==> config.mk <==
export PLATFORM = sky130hd
export DESIGN_NAME = tone_sequencer
export DESIGN_NICKNAME = d
export VERILOG_FILES = /design/src/rtl/tone_sequencer.sv
export SDC_FILE = /design/constraint.sdc
export NUM_CORES = 1
export LEC_CHECK = 0
export ABC_AREA = 1
export BUFFER_PORTS_ARGS = -buffer_cell sky130_fd_sc_hd__buf_2
export CAP_MARGIN = 5
export CORE_MARGIN = 4
export CORE_UTILIZATION = 45
export CTS_CLUSTER_SIZE = 14
export DETAILED_ROUTE_END_ITERATION = 7
export GPL_ROUTABILITY_DRIVEN = 0
export PLACE_DENSITY_LB_ADDON = 0.2
export REMOVE_ABC_BUFFERS = 1
export SLEW_MARGIN = 20
export SYNTH_ARGS = -nofsm -noshare
export SYNTH_HDL_FRONTEND = slang
export SYNTH_SLANG_ARGS = --single-unit
==> constraint.sdc <==
create_clock -name clk_in -period 5 [get_ports clk_in]
set_clock_uncertainty 0.15 [all_clocks]
set_input_delay 1 -clock clk_in [delete_from_list [all_inputs] [get_ports clk_in]]
set_output_delay 1 -clock clk_in [all_outputs]
set_load 0.02 [all_outputs]
==> src/rtl/tone_sequencer.sv <==
// Note-table melody sequencer: plays {dur, period} entries as a square wave, one beat per tick rise.
// Optional feature macro TONE_SEQ_LOOP_EN adds the loop port (restart at entry 0 instead of ending).
module tone_sequencer #(
  parameter int NOTES = 8,
  parameter int PW    = 16,
  parameter int DW    = 4,
  localparam int AW   = (NOTES > 1) ? $clog2(NOTES) : 1
) (
  input  logic             clk_in,
  input  logic             rst,
  input  logic             tick,
  input  logic             start,
  input  logic             stop,
`ifdef TONE_SEQ_LOOP_EN
  input  logic             loop,
`endif
  input  logic             wr_en,
  input  logic [AW-1:0]    wr_addr,
  input  logic [PW+DW-1:0] wr_data,
  output logic             tone,
  output logic             busy,
  output logic [AW-1:0]    note_idx,
  output logic             done
);

  typedef enum logic [1:0] {
    S_IDLE,
    S_LOAD,
    S_PLAY
  } state_t;

  state_t           state_q, state_d;
  logic [AW-1:0]    note_idx_q, note_idx_d;
  logic [PW-1:0]    cur_period_q, cur_period_d;
  logic [DW-1:0]    beats_left_q, beats_left_d;
  logic [PW-1:0]    hcnt_q, hcnt_d;
  logic             tone_q, tone_d;
  logic             done_q, done_d;
  logic             tick_q;
  logic             tick_rise;
  logic             seq_end;

  logic [PW+DW-1:0] table_q [NOTES];
  logic [PW+DW-1:0] rd_entry;
  logic [PW-1:0]    rd_period;
  logic [DW-1:0]    rd_dur;
  logic             last_entry;

  // Table has no reset so contents survive rst; a same-edge write is seen by the next LOAD only.
  always_ff @(posedge clk_in) begin
    if (wr_en) begin
      table_q[wr_addr] <= wr_data;
    end
  end

  assign rd_entry   = table_q[note_idx_q];
  assign rd_period  = rd_entry[PW-1:0];
  assign rd_dur     = rd_entry[PW+DW-1:PW];
  assign last_entry = (note_idx_q == AW'(NOTES - 1));
  assign tick_rise  = tick & ~tick_q;

  always_comb begin
    state_d      = state_q;
    note_idx_d   = note_idx_q;
    cur_period_d = cur_period_q;
    beats_left_d = beats_left_q;
    hcnt_d       = hcnt_q;
    tone_d       = tone_q;
    done_d       = 1'b0;
    seq_end      = 1'b0;

    unique case (state_q)
      S_IDLE: begin
        tone_d = 1'b0;
        if (start) begin
          state_d    = S_LOAD;
          note_idx_d = '0;
        end
      end

      S_LOAD: begin
        cur_period_d = rd_period;
        beats_left_d = rd_dur;
        hcnt_d       = '0;
        tone_d       = 1'b0;
        if (rd_dur == '0) begin
          seq_end = 1'b1;
        end else begin
          state_d = S_PLAY;
        end
      end

      S_PLAY: begin
        if (cur_period_q != '0) begin
          if (hcnt_q == cur_period_q - PW'(1)) begin
            hcnt_d = '0;
            tone_d = ~tone_q;
          end else begin
            hcnt_d = hcnt_q + PW'(1);
          end
        end else begin
          tone_d = 1'b0;
        end

        if (tick_rise) begin
          beats_left_d = beats_left_q - DW'(1);
          if (beats_left_q == DW'(1)) begin
            tone_d = 1'b0;
            if (last_entry) begin
              seq_end = 1'b1;
            end else begin
              note_idx_d = note_idx_q + AW'(1);
              state_d    = S_LOAD;
            end
          end
        end
      end

      default: begin
        state_d = S_IDLE;
        tone_d  = 1'b0;
      end
    endcase

    if (seq_end) begin
      tone_d = 1'b0;
`ifdef TONE_SEQ_LOOP_EN
      if (loop) begin
        state_d    = S_LOAD;
        note_idx_d = '0;
      end else begin
        state_d = S_IDLE;
        done_d  = 1'b1;
      end
`else
      state_d = S_IDLE;
      done_d  = 1'b1;
`endif
    end

    // stop overrides everything, including a same-cycle start or end of sequence.
    if (stop) begin
      state_d    = S_IDLE;
      note_idx_d = note_idx_q;
      tone_d     = 1'b0;
      done_d     = 1'b0;
    end
  end

  always_ff @(posedge clk_in or posedge rst) begin
    if (rst) begin
      state_q      <= S_IDLE;
      note_idx_q   <= '0;
      cur_period_q <= '0;
      beats_left_q <= '0;
      hcnt_q       <= '0;
      tone_q       <= 1'b0;
      done_q       <= 1'b0;
      tick_q       <= 1'b0;
    end else begin
      state_q      <= state_d;
      note_idx_q   <= note_idx_d;
      cur_period_q <= cur_period_d;
      beats_left_q <= beats_left_d;
      hcnt_q       <= hcnt_d;
      tone_q       <= tone_d;
      done_q       <= done_d;
      tick_q       <= tick;
    end
  end

  assign tone     = tone_q;
  assign busy     = (state_q != S_IDLE);
  assign note_idx = note_idx_q;
  assign done     = done_q;

endmodule

==> impl_metrics.env, run 1 <==
export IMPL_status="completed"
export IMPL_regArea_mm2=0.00591
export IMPL_core_area_mm2=0.0197
export IMPL_synth_area_top_cells="edfxtp_1, dfrtp_1, nand2_1"
export IMPL_avgSynthCellArea_um2=11.0
export IMPL_cts_root_buf="clkbuf_16"
export IMPL_viasPerCell=5.21
export IMPL_die_width_um=150
export IMPL_leakage_nw=3.86
export IMPL_post_route_min_period_ps=3190
export IMPL_path_cells="buf_4 -> buf_2"
export IMPL_antenna_found_initial=0
export IMPL_routed_wl_um=19200
export IMPL_hp_class="reg -> reg"
export IMPL_power_switching_mw=1.64
export IMPL_clk_pin_slew_ps=60
export IMPL_met1_length_um=9000
export IMPL_power_density_mw_per_mm2=479
export IMPL_setup_violations_final=0
export IMPL_worstMarginPinSlew_ps=921
export IMPL_drtIter0Drc=357
export IMPL_drive_gt1_share_pct=14.5
export IMPL_ant_nets=0
export IMPL_fillers=1709
export IMPL_post_place_ws_ps=2060
export IMPL_synth_yosys_seq_area_share_pct=64.8
export IMPL_maxSlewViolCount=0
export IMPL_synthArstFlopShare_pct=21.6
export IMPL_drc=0
export IMPL_clock_path_buffers=3
export IMPL_clkSinkCount=204
export IMPL_start_util_pct=46.2
export IMPL_wl_per_cell_um=16.8
export IMPL_netlist_area_mm2=0.00912
export IMPL_critPathSlowestCell="dfrtp_2"
export IMPL_grt_max_degree=82
export IMPL_pwr_share_seq_pct=42.9
export IMPL_max_freq_mhz=314
export IMPL_rsz0062_at_grt="false"
export IMPL_grt_ovfl_total=0
export IMPL_area_delta_synth_final_pct=12.6
export IMPL_drt_pass1_iter_count=5
export IMPL_synth_top_area_share_pct=52.7
export IMPL_crit_path_max_fanout=57
export IMPL_top_layer_used="met4"
export IMPL_max_vdd_ir_drop_mv=0.506
export IMPL_synth_edf_count=160
export IMPL_clockPowerShare_pct=31.8
export IMPL_critPathKind="reg -> out"
export IMPL_required_ps=3850
export IMPL_layout_setup_ws_ps=1810
export IMPL_grt_use_total_pct=17.6
export IMPL_hold_violations=0
export IMPL_cts_made_buffers=23
export IMPL_synthFlopType="edfxtp_1"
export IMPL_ys_ff_latch=204
export IMPL_grt_pass1_vias=5855
export IMPL_num_nets_final=898
export IMPL_post_cts_buffers=0
export IMPL_die_y_um=150
export IMPL_dp_hpwl_um=11900
export IMPL_port_buffers=34
export IMPL_hold_buffers=0
export IMPL_max_slew_margin_rel_pct=38.6
export IMPL_ios=35
export IMPL_combPwrFrac_pct=25.3
export IMPL_synth_area_leader_cell="edfxtp_1"
export IMPL_grt_pass1_wl_um=31400
export IMPL_maxCapViolCount=0
export IMPL_post_route_period_util_pct=63.8
export IMPL_cp_top_family="buffers and inverters"
export IMPL_slowest_delay_ps=670
export IMPL_multi_input_area_mm2=0.00284
export IMPL_ctsResizeCount=0
export IMPL_htreeDepth=1
export IMPL_die_area_mm2=0.0226
export IMPL_p_int_mw=3.28
export IMPL_cts_tree="yes"
export IMPL_setup_tns_ps=0
export IMPL_dr_wl_met3_um=972
export IMPL_cp_start_kind="flip-flop"
export IMPL_switching_share_pct=33.3
export IMPL_synth_distinct_cells=37
export IMPL_syn_inst=827
export IMPL_wl_met2_um=8880
export IMPL_worst_setup_path_end_kind="primary output"
export IMPL_worstSkewPairLatency_ps=520
export IMPL_crit_buf_inv=2
export IMPL_core_rowCount=51
export IMPL_critPathArrivalTime_ps=2040
export IMPL_vias=5941
export IMPL_ys_warn_count=0
==> per-layer routing <==
layer / vias to the layer above / track usage, %
li1: 2961 / -
met3: 23 / 2.98
met4: 0 / 3.84
met2: 128 / 28.1
met1: 2829 / 25.4
met5: - / 0
==> worst paths after layout <==
kind | endpoint | slack (ps) | start | depth (start not counted)
hold / removal | cur_period_q[14] | 410 | cur_period_q[14] | 2
min in group asynchronous | beats_left_q[0] | 540 | rst | 2
hold reg to reg | cur_period_q[14] | 410 | cur_period_q[14] | 2
max in group asynchronous | note_idx[0] | 3520 | rst | 2
setup / recovery | note_idx[0] | 1810 | note_idx[0] | 2
setup reg to reg | state_q[1] | 2360 | note_idx[1] | 15
==> synthesized netlist by cell type (6+ instances only) <==
library cell / count
nor2_1: 101
o21ai_1: 11
o21ai_0: 91
nand4_1: 6
buf_2: 8
inv_1: 54
o221ai_1: 27
o22ai_1: 6
nand3_1: 45
dfrtp_1: 44
inv_2: 8
o211ai_1: 7
xor2_1: 25
nand2_1: 135
o21ai_2: 10
ha_1: 10
a21oi_1: 10
edfxtp_1: 160
clkbuf_1: 24
nor2_2: 8
==> layout by cell type (no fill, tap or decap), drive strengths merged <==
cell type	instances
o21ai	112
or2	1
dfrtp	44
diode	1
nor3	5
nor4	2
nand2	140
o221ai	27
ha	10
nand4	6
and3	1
edfxtp	160
xor2	25
clkinvlp	1
o22ai	6
a22oi	1
clkinv	10
nand3b	5
nand3	47
a21oi	10
o211a	1
inv	65
bufinv	1
o211ai	7
buf	43
clkbuf	27
nor2	113
xnor2	5
==> registers in the layout, summed over array words and instances (netlist names) <==
signal	cells
beats_left_q	4
hcnt_q	16
state_q	2
tone	1
done	1
table_q	160
note_idx	3
tick_q	1
cur_period_q	16
==> power groups by stage <==
stage / Combinational (mW) / Sequential (mW) / Clock [mW]
after floorplan: 0.889 / 2.15 / 0
after global placement: 1.24 / 2.14 / 0
after detailed placement: 1.26 / 2.14 / 0
after CTS: 1.26 / 2.11 / 1.61
after global routing: 1.43 / 2.13 / 1.68
final: 1.25 / 2.11 / 1.56
==> final cells by class <==
class,instances,share of cell area (%)
Tap cell,265,3.23
Inverter,63,2.33
Sequential cell,204,57.5
Timing Repair Buffer,43,2.32
Multi-Input combinational cell,524,27.7
Clock buffer,27,5.75
Antenna cell,1,0.0244
Clock inverter,14,1.11
==> worst register-to-register path: stages, from the launching register on <==
cell and delay (ps):
dfrtp_1 350, buf_4 270, inv_1 310, buf_4 400, o21ai_0 160, o21ai_0 170, nand2_1 80, nand2_1 120
nor2_1 50, nand2_1 100, nand2_1 90, nand2_1 100, nand2_1 50, nor2_1 80, nand2_1 50, nand2_1 50
==> logic make-up (layout without fill, tap and decap cells) <==
kind of cell	Yosys count	after routing	share of synthesized area [%]
XOR/XNOR	30	30	2.88
adder cells (fa/ha/maj)	10	10	1.37
other	0	1	0
buffers and inverters	99	147	4.56
AND/OR/NAND/NOR	320	320	15.5
flip-flops	204	204	64.8
AO/OA/AOI/OAI	164	164	10.9
==> metrics by stage <==
stage	hold slack (ps)	utilization [%]	cell area [um2]	cells	total power, mW
2_1_floorplan	350	-	8940	791	3.04
3_3_place_gp	391	48.3	9530	1099	3.38
3_5_place_dp	388	48.4	9550	1099	3.39
4_1_cts	410	52.0	10300	1140	4.97
5_1_grt	438	52.0	10300	1140	5.24
6_report	408	52.1	10300	1141	4.92
Note: power is estimated with default switching activity, not from simulation.
==> run 2: changes to the inputs <==
--- a/config.mk
+++ b/config.mk
@@ -5,7 +5,7 @@
 export SDC_FILE = /design/constraint.sdc
 export NUM_CORES = 1
 export LEC_CHECK = 0
-export ABC_AREA = 1
+export ABC_AREA = 0
 export BUFFER_PORTS_ARGS = -buffer_cell sky130_fd_sc_hd__buf_2
 export CAP_MARGIN = 5
 export CORE_MARGIN = 4
==> constraint.sdc (replaced) <==
create_clock -name clk_in -period 2.69 [get_ports clk_in]
set_clock_uncertainty 0.15 [all_clocks]
set_input_delay 0.538 -clock clk_in [delete_from_list [all_inputs] [get_ports clk_in]]
set_output_delay 0.538 -clock clk_in [all_outputs]
set_load 0.02 [all_outputs]
==> impl_metrics.env, run 2 <==
export IMPL_largest_reg_flops=160
export IMPL_clock_path_buffers=3
export IMPL_synth_most_common_cell="edfxtp_1"
export IMPL_max_slew_margin_rel_pct=35.7
export IMPL_dr_wl_met3_um=685
export IMPL_max_freq_mhz=360
export IMPL_drive_gt1_share_pct=28.1
export IMPL_regArea_mm2=0.00591
export IMPL_final_cell_mix="edfxtp_1, nand2_1, dfrtp_1, buf_4, mux4_2"
export IMPL_maxSlewViolCount=0
export IMPL_power_switching_mw=2.62
export IMPL_critPathSlowestCell="or4_4"
export IMPL_maxCapViolCount=0
export IMPL_worstMarginPinSlew_ps=958
export IMPL_num_nets_final=703
export IMPL_vias=5119
export IMPL_place_area_mm2=0.00949
export IMPL_design_area_mm2=0.0104
export IMPL_crit_buf_inv=2
export IMPL_final_common_cell="edfxtp_1"
export IMPL_setup_violations_final=8
export IMPL_fin_cells=940
export IMPL_rsz0062_at_grt="true"
export IMPL_viasPerCell=5.45
export IMPL_yosys_top_cells_count="edfxtp_1, nand2_1, dfrtp_1"
export IMPL_hold_ws_ps=116
export IMPL_port_buffers=34
export IMPL_max_vdd_ir_drop_mv=0.520
export IMPL_cp_start_kind="flip-flop"
export IMPL_ios=35
export IMPL_crit_path_max_fanout=7
export IMPL_netlist_area_mm2=0.00878
export IMPL_status="finished, violations left"
export IMPL_grt_pass1_wl_um=29300
export IMPL_failed_checks="setup timing"
export IMPL_die_y_um=148
export IMPL_path_cells="buf_6 -> or4_4 -> o31a_4 -> o32ai_2 -> mux2i_1 -> nand4_1 -> o21ai_2 -> buf_4 -> or3_1 -> o211ai_1"
export IMPL_post_route_period_util_pct=103
export IMPL_required_ps=2950
export IMPL_synthArstFlopShare_pct=21.6
export IMPL_top_layer_used="met4"
export IMPL_area_delta_synth_final_pct=18.6
export IMPL_grt_max_degree=35
export IMPL_syn_inst=584
export IMPL_drc=0
export IMPL_synth_yosys_seq_area_share_pct=67.3
export IMPL_insertedDiodeCount=0
export IMPL_die_width_um=148
export IMPL_critPathArrivalTime_ps=3040
export IMPL_start_util_pct=46.3
export IMPL_grt_use_total_pct=17.1
export IMPL_routed_wl_um=18200
export IMPL_avgSynthCellArea_um2=15.0
export IMPL_ys_warn_count=0
export IMPL_wl_per_cell_um=19.3
export IMPL_clk_pin_slew_ps=60
export IMPL_antenna_found_initial=0
export IMPL_layout_setup_ws_ps=-91.5
export IMPL_die_area_mm2=0.0218
export IMPL_dp_hpwl_um=11300
export IMPL_ys_ff_latch=204
export IMPL_pwr_share_seq_pct=43.2
export IMPL_worstSkewPairLatency_ps=520
export IMPL_top_register="table_q"
export IMPL_core_area_mm2=0.0190
export IMPL_cp_top_family="simple AND/OR/NAND/NOR gates"
export IMPL_hold_violations=0
export IMPL_synth_top_area_share_pct=54.7
export IMPL_wl_met2_um=8770
export IMPL_synth_area_leader_cell="edfxtp_1"
export IMPL_worst_setup_path_end_kind="flip-flop"
export IMPL_clkSinkCount=204
export IMPL_slowest_delay_ps=570
export IMPL_grt_ovfl_total=0
export IMPL_drtIter0Drc=341
export IMPL_switching_share_pct=28.8
export IMPL_core_rowCount=50
export IMPL_clockPowerShare_pct=32.2
export IMPL_multi_input_area_mm2=0.00279
export IMPL_post_route_min_period_ps=2780
export IMPL_met1_length_um=8380
export IMPL_combPwrFrac_pct=24.6
export IMPL_hp_class="in -> reg"
export IMPL_cts_root_buf="clkbuf_16"
export IMPL_p_int_mw=6.46
export IMPL_ant_nets=0
export IMPL_fillers=1519
export IMPL_dp_cells=891
export IMPL_power_density_mw_per_mm2=872
export IMPL_synth_distinct_cells=54
export IMPL_leakage_nw=3.73
export IMPL_grt_pass1_vias=5351
export IMPL_cts_tree="yes"
export IMPL_htreeDepth=1
export IMPL_synth_area_top_cells="edfxtp_1, dfrtp_1, mux4_2"
export IMPL_critPathKind="reg -> reg"
export IMPL_synthFlopType="edfxtp_1"
export IMPL_cts_made_buffers=22
export IMPL_synth_edf_count=160
export IMPL_drt_pass1_iter_count=5
export IMPL_reg_top3="table_q x160, cur_period_q x16, hcnt_q x16"
==> run 2: layer usage <==
layer	vias up	track usage, %
met5	-	0
met4	0	4.29
met3	27	2.70
met2	89	27.6
met1	2602	24.5
li1	2401	-
==> run 2: worst paths after layout <==
path                                 start         end  slack (ps)  cells past startpoint
max                        cur_period_q[0]   hcnt_q[4]         -90                     10
min                                   stop  state_q[1]         120                      2
max reg2reg                cur_period_q[0]   hcnt_q[4]         -90                     10
min reg2reg                           tone        tone         400                      2
max in group asynchronous              rst   hcnt_q[2]        1300                      4
min in group asynchronous              rst        done         520                      3
==> run 2: worst register-to-register path: cells and delay by family, from the launching register on <==
family                 cells  cell delay, ps
AOI/OAI and AO/OA          4             720
muxes                      1             100
buffers and inverters      2             290
DFF                        1             380
and+or+nand+nor            3            1050
==> run 2: cells by family (layout without fill, tap and decap cells) <==
group | after synthesis | count (layout) | synth area share (%)
xor gates and xnor gates | 25 | 25 | 2.49
adders and majority gates | 10 | 10 | 1.42
muxes | 43 | 43 | 10.6
buffers and inverters | 45 | 141 | 2.37
DFF | 204 | 204 | 67.3
and+or+nand+nor | 189 | 189 | 10.6
AOI/OAI and AO/OA | 68 | 68 | 5.30
==> run 2: per-stage QoR <==
stage | setup slack [ps] | utilization (%) | setup TNS, ps | power [mW]
final | -91.5 | 54.9 | -424 | 9.08
after global routing | -212 | 54.9 | -2770 | 9.56
after CTS | -84.8 | 54.5 | -454 | 9.08
after detailed placement | -195 | 50.0 | -1730 | 6.01
after global placement | -84.0 | 50.0 | -342 | 5.94
after floorplan | -1070 | - | -10940 | 5.30
==> run 2: power groups by stage <==
stage	Clock (mW)	Combinational, mW	Sequential (mW)
final	2.93	2.23	3.92
after global routing	3.14	2.48	3.95
after CTS	2.99	2.14	3.94
after detailed placement	0	2.02	4.00
after global placement	0	1.96	3.98
after floorplan	0	1.24	4.06
==> run 2: area by class of cell <==
class	instances	area share (%)
flip-flops and latches	204	56.8
multi-input cells	335	26.8
clock buffers	32	6.03
repair buffers	86	5.85
well taps	260	3.12
clock inverters	8	0.877
inverters	15	0.541
==> run 2: timing repair <==
action / CTS / global route
hold endpoints to repair: 11 / 0
endpoints found under the setup margin: 19 / 18
setup buffers: 4 / 2
pin swaps: 9 / 1
gates cloned: 1 / 0
gates resized for setup: 18 / 9
hold buffers: 2 / 0
==> run 3: changes to the inputs <==
--- a/config.mk
+++ b/config.mk
@@ -8,8 +8,10 @@
 export ABC_AREA = 0
 export BUFFER_PORTS_ARGS = -buffer_cell sky130_fd_sc_hd__buf_2
 export CAP_MARGIN = 5
+export CELL_PAD_IN_SITES_DETAIL_PLACEMENT = 1
+export CELL_PAD_IN_SITES_GLOBAL_PLACEMENT = 2
 export CORE_MARGIN = 4
-export CORE_UTILIZATION = 45
+export CORE_UTILIZATION = 41
 export CTS_CLUSTER_SIZE = 14
 export DETAILED_ROUTE_END_ITERATION = 7
 export GPL_ROUTABILITY_DRIVEN = 0
==> impl_metrics.env, run 3 (synthesized netlist as in run 2, its figures left out) <==
export IMPL_grt_pass1_vias=5752
export IMPL_grt_use_total_pct=17.3
export IMPL_max_freq_mhz=355
export IMPL_critPathArrivalTime_ps=3080
export IMPL_largest_reg_flops=160
export IMPL_min_to="state_q[1]"
export IMPL_maxCapViolCount=0
export IMPL_worstMarginPinSlew_ps=618
export IMPL_cp_start_kind="flip-flop"
export IMPL_r2r_end="hcnt_q[6]"
export IMPL_die_width_um=154
export IMPL_final_common_cell="edfxtp_1"
export IMPL_ant_nets=0
export IMPL_slowest_delay_ps=580
export IMPL_rsz0062_at_grt="true"
export IMPL_ios=35
export IMPL_failed_checks="setup timing"
export IMPL_reg_top3="table_q x160, cur_period_q x16, hcnt_q x16"
export IMPL_r2r_slack_ps=-130
export IMPL_vias=5244
export IMPL_clkSinkCount=204
export IMPL_grt_pass1_wl_um=32600
export IMPL_core_rowCount=53
export IMPL_post_route_period_util_pct=105
export IMPL_grt_max_degree=35
export IMPL_top_register="table_q"
export IMPL_drtIter0Drc=326
export IMPL_cts_tree="yes"
export IMPL_cts_made_buffers=24
export IMPL_worstSkewPairLatency_ps=510
export IMPL_drive_gt1_share_pct=28.9
export IMPL_wl_per_cell_um=21.1
export IMPL_critPathKind="reg -> reg"
export IMPL_max_vdd_ir_drop_mv=0.578
export IMPL_post_route_min_period_ps=2820
export IMPL_critPathSlowestCell="or4_4"
export IMPL_antenna_found_initial=0
export IMPL_htreeDepth=1
export IMPL_die_area_mm2=0.0238
export IMPL_final_cell_mix="edfxtp_1, nand2_1, buf_4"
export IMPL_drc=0
export IMPL_layout_setup_ws_ps=-131
export IMPL_status="finished, violations left"
export IMPL_worst_setup_path_end_kind="flip-flop"
export IMPL_insertedDiodeCount=0
export IMPL_crit_path_max_fanout=13
export IMPL_path_cells="buf_6 -> or4_4 -> o31a_4 -> o32ai_4 -> mux2i_1 -> nand4_1 -> o21ai_2 -> buf_12 -> or3_1 -> o211ai_1"
export IMPL_die_y_um=154
export IMPL_dp_hpwl_um=12900
export IMPL_drt_pass1_iter_count=6
export IMPL_port_buffers=34
export IMPL_power_density_mw_per_mm2=902
export IMPL_max_slew_margin_rel_pct=58.7
export IMPL_setup_tns_ps=-720
export IMPL_hold_path_depth=2
export IMPL_hold_start="stop"
export IMPL_clock_path_buffers=3
export IMPL_hp_class="in -> reg"
export IMPL_hold_violations=0
export IMPL_maxSlewViolCount=0
export IMPL_fin_util_pct=50.2
export IMPL_r2r_start="cur_period_q[1]"
export IMPL_r2r_worst_path_cells=10
export IMPL_core_area_mm2=0.0210
export IMPL_routed_wl_um=20300
export IMPL_start_util_pct=41.8
export IMPL_setup_violations_final=9
export IMPL_viasPerCell=5.46
export IMPL_grt_ovfl_total=0
export IMPL_required_ps=2950
export IMPL_area_delta_synth_final_pct=20.1
export IMPL_num_nets_final=708
export IMPL_cts_root_buf="clkbuf_16"
export IMPL_leakage_nw=3.79
export IMPL_clk_pin_slew_ps=60
## run 3: cell types whose count changed in the layout (fill, tap and decap cells not counted), moves of 3 or more
cell / before / now
clkbuf_16: 22 / 25
buf_6: 5 / 1
bufinv_16: 1 / 4
clkinv_1: 4 / 0
nor4_2: 3 / 6
buf_4: 42 / 47
clkbuf_8: 4 / 1
clkinv_2: 1 / 5
## run 3: final cells by class
type	count	area, um2
clock inverter	11	160
fill	2025	10500
tap	275	344
multi-input combinational	335	2770
inverter	15	56.3
timing repair buffer	89	642
clock buffer	32	662
sequential	204	5910
## run 3: worst max-delay path, delay by kind of cell, from the launching register on
kind | cells | cell delay, ps
simple gates | 3 | 1070
compound gates | 4 | 720
flops | 1 | 380
buf+inv | 2 | 280
mux | 1 | 110
## run 3: timing repair
action	CTS	global route
hold buffers	2	0
setup buffers	2	6
setup endpoints to repair	16	18
pin swaps	2	2
gates resized for setup	7	11
endpoints found under the hold margin	13	0
## run 3: metal layers
metal	wire length (um)	GRT usage, %	up-vias	part of all wire [%]
li1	-	-	2398	-
met1	9360	24.8	2727	46
met2	9910	28.6	93	49
met3	758	2.46	26	3.7
met4	262	3.20	0	1.3
met5	0	0	-	0
## run 3: stage by stage
stage / cells / total power, mW / hold slack (ps) / worst slack [ps] / instance area, um2
after floorplan: 554 / 5.30 / 369 / -1070 / 8630
after global placement: 908 / 6.01 / 364 / -68.7 / 9530
after detailed placement: 908 / 6.08 / 369 / -194 / 9530
after CTS: 955 / 9.51 / 110 / -120 / 10400
after global routing: 961 / 10.1 / 117 / -258 / 10500
final: 961 / 9.52 / 116 / -131 / 10500
## run 3: worst max path at each step
stage | start | end | slack (ps) | cells past startpoint
floorplan | note_idx[0] | state_q[1] | -1070 | 8
global placement | cur_period_q[0] | hcnt_q[13] | -70 | 11
detailed placement | cur_period_q[0] | hcnt_q[13] | -190 | 11
CTS | cur_period_q[1] | hcnt_q[6] | -120 | 10
global route | cur_period_q[1] | hcnt_q[4] | -260 | 10
finish | cur_period_q[1] | hcnt_q[6] | -130 | 10
## run 3: report_power, final
group | switching, mW | total (mW) | internal (mW)
logic | 1.22 | 2.28 | 1.05
clock network | 1.22 | 3.33 | 2.11
registers | 0.235 | 3.91 | 3.68
total | 2.68 | 9.52 | 6.84
